**src/rtl/ret_addr_stack.sv**
```systemverilog
// ret_addr_stack: circular return-address stack beside the ID stage.
// CALL pushes the return PC; RET reads top-of-stack combinationally and pops.
// Overflow/underflow are sticky until clr_err.
//
// Optional feature macro: RAS_WRAP_EN
//   defined   -> push while full overwrites the oldest entry
//   undefined -> push while full is dropped
//
// Ports:
//   clk, rst_n  : clock, synchronous active-low reset
//   push, pop   : decode-stage strobes
//   push_addr   : return address to store
//   clr_err     : clears sticky overflow/underflow
//   ret_addr    : top-of-stack (0 when empty), combinational
//   empty, full : occupancy status
//   count       : number of valid entries
//   overflow    : sticky, push while full
//   underflow   : sticky, pop while empty
module ret_addr_stack #(
    parameter int unsigned ADDR_W = 19,
    parameter int unsigned DEPTH  = 8
) (
    input  logic                     clk,
    input  logic                     rst_n,
    input  logic                     push,
    input  logic                     pop,
    input  logic [ADDR_W-1:0]        push_addr,
    input  logic                     clr_err,
    output logic [ADDR_W-1:0]        ret_addr,
    output logic                     empty,
    output logic                     full,
    output logic [$clog2(DEPTH):0]   count,
    output logic                     overflow,
    output logic                     underflow
);

    localparam int unsigned PTR_W = $clog2(DEPTH);
    localparam int unsigned CNT_W = PTR_W + 1;

    logic [ADDR_W-1:0] mem [DEPTH];
    logic [PTR_W-1:0]  sp_q, sp_d;
    logic [CNT_W-1:0]  cnt_q, cnt_d;
    logic              ovf_q, ovf_d;
    logic              unf_q, unf_d;
    logic              wr_en;
    logic [PTR_W-1:0]  wr_idx;
    logic [PTR_W-1:0]  top_idx;
    logic              ovf_set;
    logic              unf_set;

    // Status from registered occupancy
    assign empty    = (cnt_q == CNT_W'(0));
    assign full     = (cnt_q == CNT_W'(DEPTH));
    assign count    = cnt_q;
    assign overflow = ovf_q;
    assign underflow = unf_q;

    // Top-of-stack sits just below the write pointer (wraps mod DEPTH)
    assign top_idx  = sp_q - PTR_W'(1);
    assign ret_addr = empty ? '0 : mem[top_idx];

    // Next-state selection: exactly one push/pop case applies per cycle
    always_comb begin
        sp_d    = sp_q;
        cnt_d   = cnt_q;
        wr_en   = 1'b0;
        wr_idx  = sp_q;
        ovf_set = 1'b0;
        unf_set = 1'b0;
        if (push && pop) begin
            if (!empty) begin
                // Tail call: replace the top entry in place
                wr_en  = 1'b1;
                wr_idx = top_idx;
            end else begin
                // Empty stack degenerates to a plain push, flagged as underflow
                unf_set = 1'b1;
                wr_en   = 1'b1;
                sp_d    = sp_q + PTR_W'(1);
                cnt_d   = cnt_q + CNT_W'(1);
            end
        end else if (push) begin
            if (!full) begin
                wr_en = 1'b1;
                sp_d  = sp_q + PTR_W'(1);
                cnt_d = cnt_q + CNT_W'(1);
            end else begin
                ovf_set = 1'b1;
`ifdef RAS_WRAP_EN
                // Overwrite oldest entry; newest DEPTH returns stay valid
                wr_en = 1'b1;
                sp_d  = sp_q + PTR_W'(1);
`else
                wr_en = 1'b0;
`endif
            end
        end else if (pop) begin
            if (!empty) begin
                sp_d  = sp_q - PTR_W'(1);
                cnt_d = cnt_q - CNT_W'(1);
            end else begin
                unf_set = 1'b1;
            end
        end
        // A setting event in the same cycle beats clr_err
        ovf_d = (ovf_q & ~clr_err) | ovf_set;
        unf_d = (unf_q & ~clr_err) | unf_set;
    end

    // Control state
    always_ff @(posedge clk) begin
        if (!rst_n) begin
            sp_q  <= '0;
            cnt_q <= '0;
            ovf_q <= 1'b0;
            unf_q <= 1'b0;
        end else begin
            sp_q  <= sp_d;
            cnt_q <= cnt_d;
            ovf_q <= ovf_d;
            unf_q <= unf_d;
        end
    end

    // Entry storage; contents need no reset
    always_ff @(posedge clk) begin
        if (rst_n && wr_en) begin
            mem[wr_idx] <= push_addr;
        end
    end

endmodule

```
**config.mk**
```make
export PLATFORM = sky130hd
export DESIGN_NAME = ret_addr_stack
export DESIGN_NICKNAME = d
export VERILOG_FILES = /design/src/rtl/ret_addr_stack.sv
export SDC_FILE = /design/constraint.sdc
export NUM_CORES = 1
export LEC_CHECK = 0
export ABC_CLOCK_PERIOD_IN_PS = 5300
export BUFFER_PORTS_ARGS = -buffer_cell sky130_fd_sc_hd__clkbuf_2
export CAP_MARGIN = 20
export CORE_ASPECT_RATIO = 1.75
export CORE_MARGIN = 2
export CORE_UTILIZATION = 55
export DETAILED_ROUTE_END_ITERATION = 7
export PLACE_DENSITY = 0.86
export RECOVER_POWER = 50
export SETUP_SLACK_MARGIN = 0.3
export SYNTH_ARGS = -nofsm -noshare
export SYNTH_HDL_FRONTEND = slang
export SYNTH_SLANG_ARGS = --single-unit
```
**constraint.sdc**
```tcl
create_clock -name clk -period 5.3 [get_ports clk]
set_clock_uncertainty 0.05 [all_clocks]
set_input_delay 0.795 -clock clk [delete_from_list [all_inputs] [get_ports clk]]
set_output_delay 0.795 -clock clk [all_outputs]
set_load 0.05 [all_outputs]
```
==> metrics.txt, run 1 <==
design area=7520 sq um; worst slew pin tran=1.13 ns; synthesized net count=396; # DRC=0; Area growth syn-to-layout=14.5%; die height=149 um; Initial Util=56.7%; Clk pin slew, worst setup/hold paths=0.06 ns; total power=4.24 mW; setup tns final=0 ns; Synth async-reset ratio=0%; Hold Vio Cnt, Final=0; vias per inst=6.27; Hold WC Path Type=reg -> reg; Critical Path AT=2.92 ns; cell count after synthesis=368; first-pass GRT wire length=20.8 mm; Seq/Total Area, Yosys=72.2%; Pre-antenna DRT Iters=5; Critical Path Source Type=flip-flop; Sink Count=161; Final ANT Viol Nets=0; Max Fclk=265 MHz; Avg WL per Cell=23.6 um; layout cells sized above 1=24.9%; die area=12900 sq um; Slew Limit Fails=0; remaining global-route overflow=0; Setup violations, final=0; Power Density=564 nW/um^2; ys flop type=edfxtp_1; post-layout util=64.9%; final period utilization=71.1%; Final HPWL DP=8.08 mm; clock root cell=clkbuf_16; Core Rows=52; Syn Area/Cell=17.9 sq um; post-synth cell types=44; Post-CTS Resized=0; All-Layer GR Usage=22.7%; CP Max Fanout=19; First DRT Iteration DRCs=350; Post-DP Area=6960 sq um; Slew Limit Headroom=24.3%; max cap viols=0; die span in x=86.6 um; yosys warns=0; EDFF count, synth=152; reg-to-reg setup timing slack=1.71 ns; Worst VDD drop=0.289 mV; Leak=2.49 nW; Required @ worst endpoint=4.45 ns; nets=457; final WL=13.6 mm; initial antenna violation count=0; placer's final routability congestion estimate=0.726; routed via count=3619; number of diodes=0; CP endpoint kind=output port; Top Ports=51; maximum clock path buffer count=2; min cycle time layout=3.77 ns; TritonCTS buffer count=17; largest net degree at the start of global routing=44; Clock Latency Late Sink=0.42 ns; status=finished, final reports clean; Hold Buf Count CTS=0; CTS tree=yes; vias in the first global route=3794; IO Port Bufs=50; depth of the CTS H-tree=4; Crit Path Class=reg -> out; unrepaired setup endpoints after global routing=no; Yosys reg bits=161; Post-Syn Area=6570 sq um; Fin Hold WS=0.446 ns; Post-CTS Setup Repair Bufs=0; CORE AREA=11600 sq um
[path summary, 6_finish.rpt]
path / start / endpoint / depth (start not counted)
setup / recovery: sp_q[1]$_SDFFE_PN0P_ / ret_addr[16] / 7
hold / removal: overflow$_SDFF_PN0_ / overflow$_SDFF_PN0_ / 2
hold reg to reg: overflow$_SDFF_PN0_ / overflow$_SDFF_PN0_ / 2
setup reg to reg: count[0]$_SDFFE_PN0P_ / mem[3][6]$_DFFE_PP_ / 8
[worst max-delay path, stage by stage, from the launching register on]
cell      delay (ns)
dfxtp_1         0.42
inv_1           0.14
ha_1            0.27
nand2b_1        0.18
and2_1          0.74
nand2_1         0.14
a21oi_1         0.27
clkbuf_2        0.34
[through the flow]
stage	setup slack [ns]	cells
finish	1.53	577
global route	1.36	577
CTS	1.55	577
detailed placement	2.04	545
global placement	2.10	545
floorplan	1.95	368
[routing by layer]
metal | global-route usage (%) | vias to the layer above | wire (um)
met3 | 5.44 | 42 | 758
met4 | 11.2 | 0 | 461
met2 | 38.9 | 163 | 7490
li1 | - | 1580 | -
met5 | 0 | - | 0
met1 | 26.6 | 1834 | 4880
[cell families after synthesis]
logic type | Yosys count | synth area share [%]
flops | 161 | 72.2
simple gates | 83 | 5.91
compound gates | 47 | 4.88
mux | 42 | 13.6
buf+inv | 30 | 2.46
fa+ha+maj | 4 | 0.762
xor+xnor | 1 | 0.133
[area by class of cell]
cell class | count | area [sq um]
Clock buffer | 19 | 433
Clock inverter | 13 | 184
Fill cell | 779 | 4060
Inverter | 11 | 41.3
Multi-Input combinational cell | 177 | 1650
Sequential cell | 161 | 4750
Tap cell | 135 | 169
Timing Repair Buffer | 61 | 297
[power by group]
part	internal (mW)	switching, mW	leakage [nW]
Clock	0.789	0.479	0.295
Sequential	1.48	0.0384	1.45
Combinational	0.428	1.02	0.744
Total	2.70	1.54	2.49
[synthesized netlist by cell type, types with 3 or more instances]
master    instances  share of area (%)
ha_1              4               0.76
buf_2             9               0.69
mux2i_1           4               0.61
nor2_1            9               0.51
a31oi_1           3               0.29
buf_4             6               0.69
o211ai_2          3               0.57
nor2b_1           5               0.48
mux4_2           38                 13
nor3_1            3               0.23
inv_1             9               0.51
dfxtp_1           9                2.7
a21oi_1          25                1.9
edfxtp_1        152                 69
nand2b_1          4               0.38
nand2_1          46                2.6
o21ai_0           3               0.23
nand3_1           4               0.30
[cell usage in the layout, fill, tap and decap left out, types with 3 or more instances in the layout]
cell,count
nor3_1,3
edfxtp_1,152
buf_4,10
bufinv_16,4
a21oi_1,25
mux4_2,38
clkbuf_2,24
o21ai_0,3
nand2b_1,4
nor2_1,9
mux2i_1,4
a31oi_1,3
nand3_1,4
nor2b_1,3
ha_1,4
dfxtp_1,8
clkbuf_16,17
inv_1,10
nand2_1,46
clkbuf_1,29
[state kept, by name, indices dropped and copies added, names as in the netlist]
signal / flops
count: 4
sp_q: 3
overflow: 1
underflow: 1
mem: 152
(Power assumes the default switching activity.)
==> inputs of run 2 (changes only) <==
--- a/config.mk
+++ b/config.mk
@@ -5,7 +5,8 @@
 export SDC_FILE = /design/constraint.sdc
 export NUM_CORES = 1
 export LEC_CHECK = 0
-export ABC_CLOCK_PERIOD_IN_PS = 5300
+export ABC_AREA = 1
+export ABC_CLOCK_PERIOD_IN_PS = 3900
 export BUFFER_PORTS_ARGS = -buffer_cell sky130_fd_sc_hd__clkbuf_2
 export CAP_MARGIN = 20
 export CORE_ASPECT_RATIO = 1.75
==> constraint.sdc (replaced) <==
create_clock -name clk -period 3.9 [get_ports clk]
set_clock_uncertainty 0.05 [all_clocks]
set_input_delay 0.585 -clock clk [delete_from_list [all_inputs] [get_ports clk]]
set_output_delay 0.585 -clock clk [all_outputs]
set_load 0.05 [all_outputs]
==> run 2 against run 1 <==
  * Critical path depth is 1 higher
  * Utilization is 0.71 points lower
  * Clock power is 33% higher
  * Clock-buffer cell count is 1 lower
  * Sequential share of layout area is 1.5 points lower
  * Worst setup slack worse by 1.0 ns
  * Worst hold slack worse by 0.069 ns
  * Cell count is 40% higher
==> metrics.txt, run 2 <==
placer's final routability congestion estimate=0.871 (+20%); # DRC=0 (unchanged); register area=4750 sq um (unchanged); die area=13200 sq um (+2.7%); hold path depth=3 (+1); cell count after synthesis=581 (+58%); min cycle time layout=3.39 ns; Worst VDD drop=0.905 mV (+210%); crit path cell chain=inv_1 -> ha_1 -> buf_4 -> o21ai_0 -> o211ai_1 -> nand2_1 -> nor2_1 -> clkbuf_2; reg-to-reg endpoint=mem[2][2]$_DFFE_PP_; Area growth syn-to-layout=14.2%; post-synthesis xor/xnor area fraction=0.519% (+0.39 points); reg-to-reg setup timing slack=0.70 ns (-1.01 ns); largest net degree at the start of global routing=80 (+82%); All-Layer GR Usage=24.9% (+2.1 points); largest family of logic cells by synthesized area=simple AND/OR/NAND/NOR gates; Post-CTS Setup Repair Bufs=0 (unchanged); mux share of post-synthesis cell area=0% (-14 points); post-layout util=64.2% (-0.71 points); Clk pwr share=26.7% (-3.2 points); Slew Limit Headroom=44.4% (+20 points); first-pass GRT wire length=24.1 mm (+16%); First DRT Iteration DRCs=547 (+56%); worst slew pin tran=0.833 ns (-0.301 ns); P_sw=2.70 mW (+75%); Hold Vio Cnt, Final=0 (unchanged); leading cell types in the layout, fill and taps excluded=edfxtp_1, nor2_1, nand2_1, o21ai_0, clkbuf_1; nets=658 (+44%); Setup violations, final=0 (unchanged); initial antenna violation count=0 (unchanged); Leak=2.77 nW (+11%); Post-CTS Resized=0 (unchanged); clock root cell=clkbuf_16; Synth top area share=67.6% (-1.9 points); CP Max Fanout=60 (+41); final setup margin=0.510 ns (-1.02 ns); ys flop type=edfxtp_1; CORE AREA=12000 sq um (+3.6%); Fin Hold WS=0.377 ns (-0.0691 ns); design area=7710 sq um (+2.5%); number of cells after detailed placement=776 (+42%); largest register by flop count=mem; maximum clock path buffer count=2 (unchanged); die height=151 um (+1.3%); Largest register FFs=152 (unchanged); CTS tree=yes; final cell count without fillers=808 (+40%); TritonCTS buffer count=17 (unchanged); EDFF count, synth=152 (unchanged); Synth Area in Simple Gates=13.7% (+7.8 points); vias per inst=5.84 (-6.9%); layout cells sized above 1=14.3% (-11 points); Core Rows=53 (+1.9%); Crit Path Class=reg -> out; unrepaired setup endpoints after global routing=no; Avg WL per Cell=19.3 um (-18%); Final HPWL DP=9.01 mm (+11%); Post-DP Area=7150 sq um (+2.8%); largest area contributor in the netlist=edfxtp_1; status=finished, final reports clean; CP max stage delay=0.51 ns (-0.23 ns); Comb power frac=40.3% (+6.1 points); multi-input logic area=1760 sq um (+6.4%); Post-Syn Area=6750 sq um (+2.8%); hold endpoint=underflow$_SDFF_PN0_; Hold Buf Count CTS=0 (unchanged); die span in x=87.7 um (+1.3%); Synth top cells by count=edfxtp_1, nor2_1, nand2_1, o21ai_0, o22ai_1; count leader, synth=edfxtp_1; vias in the first global route=4704 (+24%); number of diodes=0 (unchanged); synthesized net count=609 (+54%); Max Fclk=295 MHz; top cells by area, synth=edfxtp_1, nor2_1, o21ai_0; final period utilization=86.9%; IO Port Bufs=50 (unchanged); Slew Limit Fails=0 (unchanged); Critical Path AT=2.76 ns (-0.16 ns); Worst path slowest cell=buf_4; Seq/Total Area, Yosys=70.3% (-1.9 points); Final ANT Viol Nets=0 (unchanged); Synth async-reset ratio=0% (unchanged); routed via count=4719 (+30%); Worst Reg-to-Reg Cells=9 (+1); Pre-antenna DRT Iters=8 (+3); final WL=15.6 mm (+15%); Reg power frac=33.0% (-2.9 points); Switching Share=42.5% (+6.2 points); post-synth cell types=27 (-39%); post-place setup slack=0.977 ns (-1.06 ns); internal cell power=3.65 mW (+35%); max cap viols=0 (unchanged); remaining global-route overflow=0 (unchanged); Hold WC Path Type=in -> reg; Yosys reg bits=161 (unchanged); Hold Crit Start=pop; Critical Path Source Type=flip-flop; CP endpoint kind=output port; Required @ worst endpoint=3.26 ns (-1.19 ns); Power Density=824 nW/um^2 (+46%); Top Ports=51 (unchanged); Synth Area in Compound Gates=11.0% (+6.1 points); fill count=860 (+10%); yosys warns=0 (unchanged); setup tns final=0 ns (unchanged); Clock Latency Late Sink=0.42 ns (about the same); Clk pin slew, worst setup/hold paths=0.06 ns (about the same); Syn Area/Cell=11.6 sq um (-35%); commonest non-fill, non-tap cell in the layout=edfxtp_1; total power=6.35 mW (+50%); Post-Synth Adder-Cell Area=0.741% (-0.020 points); RR Startpoint=count[0]$_SDFFE_PN0P_; Sink Count=161 (unchanged); Initial Util=56.2% (-0.48 points); depth of the CTS H-tree=4 (unchanged)
run 2: changes by cell type in the layout (fill, tap and decap cells not counted), sizes merged, moves of 4 or more:
cell | previous run | this run
nand3 | 4 | 14
nor3 | 4 | 0
o211ai | 3 | 19
o21ai | 3 | 79
nand2 | 47 | 68
nor2b | 5 | 0
mux4 | 38 | 0
nand2b | 4 | 0
nor2 | 9 | 151
o22ai | 1 | 19
mux2i | 4 | 0
inv | 13 | 26
a21oi | 25 | 5
a2111oi | 4 | 0
run 2: how the worst max path moves through the flow:
stage	from	to	depth (start not counted)
global placement	count[0]$_SDFFE_PN0P_	mem[1][17]$_DFFE_PP_	11
global route	sp_q[1]$_SDFFE_PN0P_	ret_addr[9]	8
floorplan	count[0]$_SDFFE_PN0P_	ret_addr[17]	7
detailed placement	count[0]$_SDFFE_PN0P_	mem[1][17]$_DFFE_PP_	9
finish	sp_q[1]$_SDFFE_PN0P_	ret_addr[17]	8
CTS	sp_q[1]$_SDFFE_PN0P_	ret_addr[17]	8
run 2: logic make-up after synthesis:
| family | Yosys count |
|---|---|
| AO/OA/AOI/OAI | 123 |
| XOR/XNOR | 4 |
| AND/OR/NAND/NOR | 235 |
| adder cells (fa/ha/maj) | 4 |
| flip-flops | 161 |
| buffers and inverters | 54 |
run 2: cell type report:
class                           instances  area share, %
Timing Repair Buffer                   62           3.99
Clock inverter                         14           2.34
Inverter                               22           1.07
Sequential cell                       161           61.6
Clock buffer                           18           5.57
Tap cell                              165           2.68
Multi-Input combinational cell        366           22.8
run 2: worst max-delay path: cells and delay by family, from the launching register on:
family	cells	cell delay, ns
buf+inv	3	0.90
compound gates	2	0.53
flops	1	0.35
fa+ha+maj	1	0.30
simple gates	2	0.24
run 2: per-layer routing:
metal,global-route usage [%],part of all wire (%)
met5,0,0
met2,43.1,53
met1,28.6,35
met3,5.76,8.6
met4,11.8,3.1
run 2: power by group through the flow:
stage / Combinational [mW] / Sequential [mW] / Clock (mW)
finish: 2.56 / 2.10 / 1.69
global route: 2.75 / 2.11 / 1.78
CTS: 2.55 / 2.10 / 1.71
detailed placement: 2.52 / 2.13 / 0
global placement: 2.46 / 2.12 / 0
floorplan: 1.89 / 2.17 / 0
==> inputs of run 3 (changes only) <==
--- a/config.mk
+++ b/config.mk
@@ -9,7 +9,7 @@
 export ABC_CLOCK_PERIOD_IN_PS = 3900
 export BUFFER_PORTS_ARGS = -buffer_cell sky130_fd_sc_hd__clkbuf_2
 export CAP_MARGIN = 20
-export CORE_ASPECT_RATIO = 1.75
+export CORE_ASPECT_RATIO = 1.5
 export CORE_MARGIN = 2
 export CORE_UTILIZATION = 55
 export DETAILED_ROUTE_END_ITERATION = 7
==> run 3 against run 2 <==
  * Worst hold slack gained 0.021 ns
  * Clock power about the same
  * Combinational power shrank 2%
  * Utilization increased by 0.14 points
  * Routed wire length decreased by 3.6%
  * Cell count down 1.7%
  * Critical path depth is the same
  * Fmax is 1.5% lower
  * Non-clock buffer count is the same
  * Die area shrank 0.12%
  * Critical path type is now reg -> reg
==> metrics.txt, run 3 (synthesized netlist as in run 2, its figures left out) <==
status=finished, final reports clean; First DRT Iteration DRCs=473 (-14%); Slew Limit Fails=0 (unchanged); die height=140 um (-7.2%); reg-to-reg endpoint=mem[3][5]$_DFFE_PP_; Crit path max-delay family=simple AND/OR/NAND/NOR gates; CORE AREA=12000 sq um (-0.40%); hold path depth=3 (unchanged); CP max stage delay=0.79 ns (+0.28 ns); Post-DP Area=7130 sq um (-0.21%); largest register by flop count=mem; nets=658 (unchanged); design area=7690 sq um (-0.18%); Hold Crit Start=rst_n; Power Density=820 nW/um^2 (-0.52%); setup tns final=0 ns (unchanged); unrepaired setup endpoints after global routing=no; vias per inst=5.85 (+0.15%); die area=13200 sq um (-0.12%); Setup violations, final=0 (unchanged); routed via count=4644 (-1.6%); Core Rows=49 (-7.5%); Comb power frac=40.0% (-0.3 points); first-pass GRT wire length=23.5 mm (-2.3%); Initial Util=56.5% (+0.22 points); Worst path slowest cell=nand2_1; Avg WL per Cell=19.0 um (-1.9%); Final ANT Viol Nets=0 (unchanged); depth of the CTS H-tree=4 (unchanged); Clk pin slew, worst setup/hold paths=0.06 ns (about the same); Max Fclk=291 MHz (-1.5%); Slew Limit Headroom=29.1% (-15 points); Leak=2.76 nW (-0.37%); Post-CTS Resized=0 (unchanged); initial antenna violation count=0 (unchanged); clock root cell=clkbuf_16; Area growth syn-to-layout=14.0%; number of diodes=0 (unchanged); vias in the first global route=4833 (+2.7%); Worst Reg-to-Reg Cells=8 (-1); total power=6.31 mW (-0.70%); TritonCTS buffer count=17 (unchanged); Critical Path Source Type=flip-flop; Worst VDD drop=0.663 mV (-27%); min cycle time layout=3.44 ns (+0.0516 ns); internal cell power=3.70 mW (+1.4%); max cap viols=0 (unchanged); Reg power frac=33.3% (+0.3 points); Crit Path Class=reg -> reg; Post-CTS Setup Repair Bufs=0 (unchanged); reg-to-reg setup timing slack=0.46 ns (-0.24 ns); largest net degree at the start of global routing=80 (unchanged); Hold WC Path Type=in -> reg; Clk pwr share=26.7% (about the same); commonest non-fill, non-tap cell in the layout=edfxtp_1; All-Layer GR Usage=23.9% (-0.97 points); # DRC=0 (unchanged); Sink Count=161 (unchanged); worst path buffer plus inverter count=2 (-1); Required @ worst endpoint=3.94 ns (+0.68 ns); RR Startpoint=count[0]$_SDFFE_PN0P_; hold endpoint=count[3]$_SDFFE_PN0P_; Largest register FFs=152 (unchanged); CP endpoint kind=flip-flop; worst slew pin tran=1.06 ns (+0.228 ns); CTS tree=yes; Switching Share=41.3% (-1.2 points); IO Port Bufs=50 (unchanged); die span in x=94.5 um (+7.6%); Final HPWL DP=8.62 mm (-4.3%); Pre-antenna DRT Iters=5 (-3); Hold Vio Cnt, Final=0 (unchanged); remaining global-route overflow=0 (unchanged); P_sw=2.61 mW (-3.5%); leading cell types in the layout, fill and taps excluded=edfxtp_1, nor2_1, nand2_1, o21ai_0, clkbuf_1; crit path cell chain=inv_1 -> ha_1 -> nand2_1 -> nand2_4 -> o21ai_0 -> nand2_1 -> nor2_2 -> buf_4; CP Max Fanout=22 (-63%); Top Ports=51 (unchanged); final period utilization=88.3% (+1.3 points); final WL=15.1 mm (-3.6%); maximum clock path buffer count=2 (unchanged); layout cells sized above 1=13.9% (-0.42 points); placer's final routability congestion estimate=0.825 (-5.2%); Clock Latency Late Sink=0.42 ns (about the same); Hold Buf Count CTS=0 (unchanged); Most common cell on crit path=nand2_1; Critical Path AT=3.48 ns (+0.72 ns)
-- run 3: cell count changes in the layout (fill, tap and decap cells not counted), sizes merged --
cell / delta
bufinv: +1
clkbuf: +1
clkinvlp: +1
inv: -5
-- run 3: layout make-up --
cell class / count / area (sq um)
clock buffer: 19 / 433
inverter: 22 / 86.3
fill: 853 / 4260
sequential: 161 / 4750
multi-input combinational: 366 / 1770
clock inverter: 11 / 165
tap: 153 / 191
timing repair buffer: 62 / 307
-- run 3: worst max path at each step --
stage | startpoint | end | slack [ns] | cells after the start
floorplan | count[0]$_SDFFE_PN0P_ | ret_addr[17] | 0.96 | 7
global placement | sp_q[1]$_SDFFE_PN0P_ | ret_addr[13] | 1.01 | 8
detailed placement | sp_q[1]$_SDFFE_PN0P_ | ret_addr[9] | 0.85 | 8
CTS | sp_q[1]$_SDFFE_PN0P_ | ret_addr[1] | 0.39 | 8
global route | count[0]$_SDFFE_PN0P_ | mem[2][6]$_DFFE_PP_ | 0.23 | 8
finish | count[0]$_SDFFE_PN0P_ | mem[3][5]$_DFFE_PP_ | 0.46 | 8
-- run 3: per-stage QoR --
| step | hold slack [ns] | setup WS (ns) | utilization, % | std cells |
|---|---|---|---|---|
| finish | 0.398 | 0.458 | 64.4 | 794 |
| global route | 0.398 | 0.230 | 64.4 | 794 |
| CTS | 0.380 | 0.387 | 64.7 | 794 |
| detailed placement | 0.432 | 0.851 | 59.7 | 764 |
| global placement | 0.403 | 1.01 | 59.7 | 764 |
| floorplan | 0.481 | 0.963 | - | 581 |
-- run 3: power by group through the flow --
stage	logic, mW	clock network [mW]	registers [mW]
finish	2.52	1.69	2.10
global route	2.70	1.75	2.11
CTS	2.52	1.70	2.10
detailed placement	2.49	0	2.13
global placement	2.42	0	2.12
floorplan	1.89	0	2.17
-- run 3: metal layers --
metal  share of wire (%)  global-route usage [%]
met4                 3.6                    13.8
met1                  37                    26.7
met3                 6.4                    5.96
met2                  53                    40.9
met5                   0                       0
-- run 3: worst reg2reg max path, stage by stage (launching register included) --
cell	delay [ns]
dfxtp_1	0.44
inv_1	0.12
ha_1	0.27
nand2_1	0.79
nand2_4	0.22
o21ai_0	0.40
nand2_1	0.17
nor2_2	0.29
buf_4	0.37
